## src/rtl/ad7606_emu_pkg.sv

```systemverilog
// AD7606 emulator shared types and helpers.
// Channel count, FSM states and oversampling decode.
package ad7606_emu_pkg;

  localparam int unsigned NUM_CH = 8;

  typedef enum logic {
    IDLE,
    CONV
  } state_t;

  // Code 7 is reserved on the real part and behaves like no oversampling.
  function automatic logic [2:0] os_eff(
    input logic [2:0] os
  );
    return (os == 3'd7) ? 3'd0 : os;
  endfunction

endpackage

```

## src/rtl/ad7606_emu_if.sv

```systemverilog
// Parallel-mode AD7606 pin bundle.
// master = ADC controller, slave = emulated ADC.
interface ad7606_emu_if;
  import ad7606_emu_pkg::*;

  logic        convstw_i;
  logic [2:0]  os_i;
  logic        cs_i;
  logic        rd_i;
  logic        busy_o;
  logic [15:0] db_o;
  logic        frstdata_o;

  modport master (
    output convstw_i,
    output os_i,
    output cs_i,
    output rd_i,
    input  busy_o,
    input  db_o,
    input  frstdata_o
  );

  modport slave (
    input  convstw_i,
    input  os_i,
    input  cs_i,
    input  rd_i,
    output busy_o,
    output db_o,
    output frstdata_o
  );

endinterface

```

## src/rtl/ad7606_emu.sv

```systemverilog
// AD7606 8-channel ADC emulator, parallel read mode.
// Results encode conversion count and channel index.
module ad7606_emu
  import ad7606_emu_pkg::*;
#(
  parameter int unsigned T_CONV_CYCLES = 400,
  parameter int unsigned CNT_W         = 16
) (
  input  logic          clk_i,
  input  logic          reset_i,
  ad7606_emu_if.slave   bus
);

  state_t      r_state;
  logic        r_convst_q;
  logic        r_rd_q;
  logic [CNT_W-1:0] r_timer;
  logic [12:0] r_cnt;
  logic [2:0]  r_ptr;
  logic [15:0] r_res [NUM_CH];
  logic        r_busy;
  logic [15:0] r_db;
  logic        r_frst;

  logic             w_conv_start;
  logic             w_rd_fall;
  logic [2:0]       w_rd_ptr;
  logic [CNT_W-1:0] w_load;

  assign w_conv_start = ~r_convst_q & bus.convstw_i
                      & (r_state == IDLE);
  assign w_rd_fall    = r_rd_q & ~bus.rd_i & ~bus.cs_i;
  // A conversion start in the same cycle claims the pointer first.
  assign w_rd_ptr     = w_conv_start ? 3'd0 : r_ptr;
  assign w_load       = CNT_W'(T_CONV_CYCLES)
                      << os_eff(bus.os_i);

  always_ff @(posedge clk_i) begin
    if (reset_i) begin
      r_state    <= IDLE;
      r_convst_q <= 1'b1;
      r_rd_q     <= 1'b1;
      r_timer    <= '0;
      r_cnt      <= '0;
      r_ptr      <= '0;
      r_busy     <= 1'b0;
      r_db       <= '0;
      r_frst     <= 1'b0;
      for (int k = 0; k < NUM_CH; k++)
        r_res[k] <= '0;
    end else begin
      r_convst_q <= bus.convstw_i;
      r_rd_q     <= bus.rd_i;
      unique case (r_state)
        IDLE: begin
          if (w_conv_start) begin
            r_state <= CONV;
            r_busy  <= 1'b1;
            r_timer <= w_load;
          end
        end
        CONV: begin
          if (r_timer == CNT_W'(1)) begin
            r_state <= IDLE;
            r_busy  <= 1'b0;
            r_cnt   <= r_cnt + 13'd1;
            for (int k = 0; k < NUM_CH; k++)
              r_res[k] <= {r_cnt, 3'(k)};
          end else begin
            r_timer <= r_timer - CNT_W'(1);
          end
        end
        default: r_state <= IDLE;
      endcase
      if (w_rd_fall) begin
        r_db   <= r_res[w_rd_ptr];
        r_frst <= (w_rd_ptr == 3'd0);
        r_ptr  <= w_rd_ptr + 3'd1;
      end else if (w_conv_start) begin
        r_ptr  <= '0;
      end
    end
  end

  assign bus.busy_o     = r_busy;
  assign bus.db_o       = bus.cs_i ? 16'h0000 : r_db;
  assign bus.frstdata_o = ~bus.cs_i & r_frst;

endmodule

```

## src/flat_wrapper.sv

```systemverilog
// flat-port wrapper written by rule: the top's interface ports become plain ports
module ad7606_emu_flat import ad7606_emu_pkg::*;
#(
  parameter int unsigned T_CONV_CYCLES = 400,
  parameter int unsigned CNT_W         = 16
)
  (clk_i, reset_i, bus_convstw_i, bus_os_i, bus_cs_i, bus_rd_i, bus_busy_o, bus_db_o, bus_frstdata_o);
  ad7606_emu_if bus_i ();
  input  logic clk_i;
  input  logic reset_i;
  input wire logic [$bits(bus_i.convstw_i)-1:0] bus_convstw_i;
  input wire logic [$bits(bus_i.os_i)-1:0] bus_os_i;
  input wire logic [$bits(bus_i.cs_i)-1:0] bus_cs_i;
  input wire logic [$bits(bus_i.rd_i)-1:0] bus_rd_i;
  output wire logic [$bits(bus_i.busy_o)-1:0] bus_busy_o;
  output wire logic [$bits(bus_i.db_o)-1:0] bus_db_o;
  output wire logic [$bits(bus_i.frstdata_o)-1:0] bus_frstdata_o;
  assign bus_i.convstw_i = bus_convstw_i;
  assign bus_i.os_i = bus_os_i;
  assign bus_i.cs_i = bus_cs_i;
  assign bus_i.rd_i = bus_rd_i;
  assign bus_busy_o = bus_i.busy_o;
  assign bus_db_o = bus_i.db_o;
  assign bus_frstdata_o = bus_i.frstdata_o;
  ad7606_emu #(.T_CONV_CYCLES(T_CONV_CYCLES), .CNT_W(CNT_W)) u_core (.clk_i(clk_i), .reset_i(reset_i), .bus(bus_i));
endmodule
```

## config.mk

```make
export PLATFORM = sky130hd
export DESIGN_NAME = ad7606_emu_flat
export DESIGN_NICKNAME = d
export VERILOG_FILES = /design/src/rtl/ad7606_emu_pkg.sv /design/src/rtl/ad7606_emu_if.sv /design/src/rtl/ad7606_emu.sv /design/src/flat_wrapper.sv
export SDC_FILE = /design/constraint.sdc
export NUM_CORES = 1
export LEC_CHECK = 0
export CORE_MARGIN = 4
export CORE_UTILIZATION = 60
export CTS_CLUSTER_DIAMETER = 60
export CTS_CLUSTER_SIZE = 28
export DETAILED_ROUTE_END_ITERATION = 8
export PLACE_DENSITY = 0.91
export SETUP_SLACK_MARGIN = 0.5
export SYNTH_ARGS = -nofsm -noshare
export SYNTH_HDL_FRONTEND = slang
export SYNTH_SLANG_ARGS = --single-unit
```

## constraint.sdc

```tcl
create_clock -name clk_i -period 3.5 [get_ports clk_i]
set_clock_uncertainty 0.15 [all_clocks]
set_input_delay 0.7 -clock clk_i [delete_from_list [all_inputs] [get_ports clk_i]]
set_output_delay 0.7 -clock clk_i [all_outputs]
set_load 0.01 [all_outputs]
```

Word level (Yosys, flattened, before mapping)
Memories as Yosys holds them, arrays and structs flattened. A register that Yosys moved wholly into a read port is not among the register bits.
Index checks and enable logic that the tools add are counted.
Widths: inputs -> output; s select.
- memories kept: 1
- logic and storage cells: 66
- RAM bits: 128
- register bits after elaboration: 37
- output and inout port bits: 18
- mux-type cells: 27
- add/subtract/negate cells: 3
- reduce and logical (&&, ||, !) cells: 4
- shifts and indexed selects: 1
- equality and inequality tests: 5
- bitwise gates (word level): 17
- memory list (memory ; words ; bits a word ; read ports ; clocked after memory_dff ; write ports ; line ; text):
    u_core.r_res ; 8 ; 16 ; 1 ; 1 ; 8 ; ad7606_emu.sv:20 ; logic [15:0] r_res [NUM_CH];
- operators by type and width (operator ; number):
    $mux 16 ; 11
    $pmux 16 s2 ; 1
    $eq 16x1->1 const B ; 1
    $shl 9x3->16 const A ; 1
    $sub 16x1->16 const B ; 1
    $add 13x1->13 const B ; 1
    $mux 1 ; 10
    $mux 3 ; 3
    $or 1x1->1 ; 8
    $reduce_and 2->1 ; 3
    $and 1x1->1 ; 5
    $ne 2x2->1 const B ; 2
    $not 1->1 ; 4
    $pmux 1 s2 ; 2
    $add 3x1->3 const B ; 1
    $eq 3x3->1 const B ; 1
    $logic_not 3->1 ; 1
    $ne 2x1->1 const B ; 1

Longest topological paths before layout
- depth in word-level cells: 6
- mapped depth: 10
- gate-level depth less buffers: 8

Worst setup path after synthesis
No wires, ideal clock.
- path type: register to register
- from: reg u_core.r_timer[7]
- to: mem u_core.r_res[3][10], enable pin
- period minus slack after synthesis: 2.497 ns
- path buffers: 0
- library setup time: 0.400 ns
- arrival time: 1.948 ns
- stages on the path, launching flop included: 4
- setup slack: 1.003 ns
- cells stage by stage: dfxtp_1 > nor4_4 > nand4_2 > nand2_1
- RTL lines (element ; line ; text):
    start, declared ; ad7606_emu.sv:17 ; logic [CNT_W-1:0] r_timer;
    start signal, assigned ; ad7606_emu.sv:59 ; r_timer <= w_load;
    start signal, assigned ; ad7606_emu.sv:70 ; r_timer <= r_timer - CNT_W'(1);
    end, declared ; ad7606_emu.sv:20 ;

Worst setup path after layout
- from: in bus_cs_i
- to: out bus_db_o[1]
- word-level cells in the longest chain between the ends: 1
- ends and longest elaborated chain (element ; line ; text):
    start, declared ; flat_wrapper.sv:13 ; input wire logic [$bits(bus_i.cs_i)-1:0] bus_cs_i;
    $mux 16 ; ad7606_emu.sv:86 ; assign bus.db_o = bus.cs_i ? 16'h0000 : r_db;
    end, declared ; flat_wrapper.sv:16 ; output wire logic [$bits(bus_i.db_o)-1:0] bus_db_o;
Every way passes these cells.

==> impl_metrics.tcl <==
set metrics [dict create \
    status "completed" \
    antenna_found_initial 0 \
    worst_path_max_delay_cell "dlygate4sd2_1" \
    cts_buffers 9 \
    max_freq_mhz 368 \
    min_path_type "register to register" \
    drive_gt1_frac 0.0844 \
    firstDrtPassIters 5 \
    die_h_um 98.1 \
    relSlewSlack 0.489 \
    synth_edf_count 41 \
    final_core_util 0.683 \
    rsz0062_at_grt "false" \
    cts_tree "yes" \
    crit_chain "dlygate4sd2_1 > nor2b_1 > clkdlybuf4s50_1" \
    setup_viol 0 \
    area_delta_synth_final_pct 9.39 \
    worstPathMaxFanout 18 \
    place.gp.congestion 0.864 \
    first_iter_violations 223 \
    start_util 0.625 \
    ctsHoldBuffers 0 \
    path_buf_inv 2 \
    cts.path.max_buffers 2 \
    stdcell_area_um2 5330 \
    antenna_cells 0 \
    endpoint_kind "output port" \
    io_pins 26 \
    period_share 0.775 \
    critPathTopFamily "buffers and inverters" \
    syn_inst 518 \
    hold_violations 0 \
    die_w_um 98.1 \
    p_leak_nw 1.95 \
    syn-num-nets 536 \
    start_kind "primary input" \
    finalSetupTns_ps 0 \
    routed-via-count 3844 \
    die_area_um2 9630 \
    cp.arrival_ps 1860 \
    synth-seq-area-share 0.474 \
    portBuffers 25 \
    seqCellArea_um2 2310 \
    fin_nets 546 \
    critical_path_class "primary input to output port" \
    drt.antenna.violating_nets 0 \
    drt-total-wl_um 10200 \
    drc 0 \
    place_area_um2 5120 \
    grt_pass1_wl_um 16600 \
    grt_max_degree 43 \
    ctsHtreeMaxLevel 3 \
    synth-seq-cells 95 \
    viasPerCell 6.05 \
    synthFlopType "dfxtp_1" \
    cts_root_buf "clkbuf_8" \
    avgSynthCellArea_um2 9.41 \
    multi_input_area_um2 2330 \
    syn_area_um2 4880 \
    grt_remaining_overflow 0 \
    synthArstFlopShare 0 \
    finalCriticalPeriod_ps 2710 \
    synth.largest_area_cell "edfxtp_1" \
    fillers 557 \
    yosysTopAreaCellShare 0.253 \
    cap_violations 0 \
    synth_cell_type_count 56 \
    dp_hpwl_um 6730 \
    cellPowerDensity_nw_per_um2 425 \
    required_ps 2650 \
    routedWlPerCell_um 16.1 \
    clock_sinks 95 \
    yosysWarnings 0 \
    core-area_um2 7810 \
    ir_drop_mv 0.186 \
    grt_use_total 0.211 \
    first_global_vias 3692 \
    drv_slew 0 \
    yosys-top-cells-area "edfxtp_1 25%, dfxtp_1 22%, a21oi_1 6.2%" \
    rows 32 \
    worstMarginPinSlew_ps 766 \
    slowest_delay_ps 550 \
    path_clk_slew_ps 90 \
    clk_latency_ps 360 \
]
## routing by layer
layer,global-route usage,vias to the layer above,share of wire
met5,0,-,0
met4,0.102,0,0.018
met3,0.0464,20,0.075
met2,0.347,172,0.49
met1,0.263,1799,0.41
li1,-,1853,-
## power breakdown
part	switching, mW	internal (mW)	leakage [nW]
Sequential	0.0376	1.20	0.863
Clock	0.385	0.369	0.114
Combinational	0.166	0.112	0.969
## area by class of cell
cell class / instances / share of cell area
Timing Repair Buffer: 32 / 0.0556
Inverter: 13 / 0.00915
Clock inverter: 4 / 0.00563
Clock buffer: 12 / 0.0352
Tap cell: 102 / 0.0239
Sequential cell: 95 / 0.433
Multi-Input combinational cell: 377 / 0.437
## synthesized netlist by cell type (2+ instances only)
cell / number
nand2_1: 23
a32o_1: 2
a211oi_1: 2
or2_2: 4
nor2_2: 2
nor3b_1: 2
o22a_1: 12
a31oi_1: 5
nand3_1: 16
xnor2_1: 5
o21ai_0: 43
and4_1: 2
and2_1: 29
o32ai_1: 3
buf_2: 5
nand2b_1: 3
dfxtp_1: 54
mux2i_1: 14
nor3_1: 7
nand4_1: 5
ha_1: 10
nor2_1: 50
nor4_2: 2
mux2_2: 2
edfxtp_1: 41
a21oi_2: 2
nand4b_1: 2
buf_6: 5
or4_1: 2
nor2b_1: 32
inv_1: 13
xor2_1: 11
a21oi_1: 60
clkbuf_1: 20
and3_1: 7
## state kept, by name, indices dropped and copies added, names as in the netlist
name and flops:
u_core.r_rd_q 1, u_core.r_res 42, u_core.r_timer 16, u_core.r_cnt 13, u_core.r_state 1, u_core.r_db 16
u_core.bus.busy_o 1, u_core.r_ptr 3, u_core.r_convst_q 1, u_core.r_frst 1
## worst min-delay path, cell delays in order (launching register included)
cell and delay, ps:
dfxtp_1 320, nand2_1 50, a21oi_1 50
## cells in the final DEF (no fill, tap or decap), drive strengths merged, types with 4 or more instances in the layout
cell type	synthesis	final
a21oi	62	62
a31oi	5	5
and2	31	31
and3	7	7
buf	12	8
clkbuf	21	12
clkdlybuf4s50	0	23
dfxtp	54	54
edfxtp	41	41
ha	10	10
inv	13	16
mux2i	14	14
nand2	24	24
nand3	16	16
nand4	6	6
nor2	52	52
nor2b	32	32
nor3	7	7
nor4	4	4
o21ai	44	44
o22a	12	12
or2	4	4
xnor2	5	5
xor2	11	11
## cells by family (layout without fill, tap and decap cells)
logic type	count (synthesis)	count (layout)	synth area share
DFF	95	95	0.474
buffers and inverters	46	61	0.0477
AOI/OAI and AO/OA	136	136	0.163
adders and majority gates	10	10	0.0257
muxes	16	16	0.0334
xor gates and xnor gates	16	16	0.0287
and+or+nand+nor	199	199	0.228
## stage by stage
stage                     hold slack, ps  instances  total power [mW]  worst slack (ps)
after floorplan                      277        518              1.45              1000
after global placement               286        619              1.52               462
after detailed placement             294        619              1.53               434
after CTS                            308        635              2.27               763
after global routing                 340        635              2.36               681
final                                305        635              2.27               786
## worst paths after layout
| check | startpoint | to | slack [ps] | depth (start not counted) |
|---|---|---|---|---|
| max | bus_cs_i | bus_db_o[1] | 790 | 3 |
| min reg2reg | u_core.r_db[2]$_SDFFE_PP0P_ | u_core.r_db[2]$_SDFFE_PP0P_ | 300 | 2 |
| min | u_core.r_db[2]$_SDFFE_PP0P_ | u_core.r_db[2]$_SDFFE_PP0P_ | 300 | 2 |
| max reg2reg | u_core.r_state$_SDFF_PP0_ | u_core.r_db[4]$_SDFFE_PP0P_ | 1020 | 6 |
## what timing repair did
action | in CTS | in global routing
gates resized for setup | 1 | 0
setup endpoints to repair | 17 | 0
setup buffers | 0 | 0
Power figures use the tool's default switching activity.
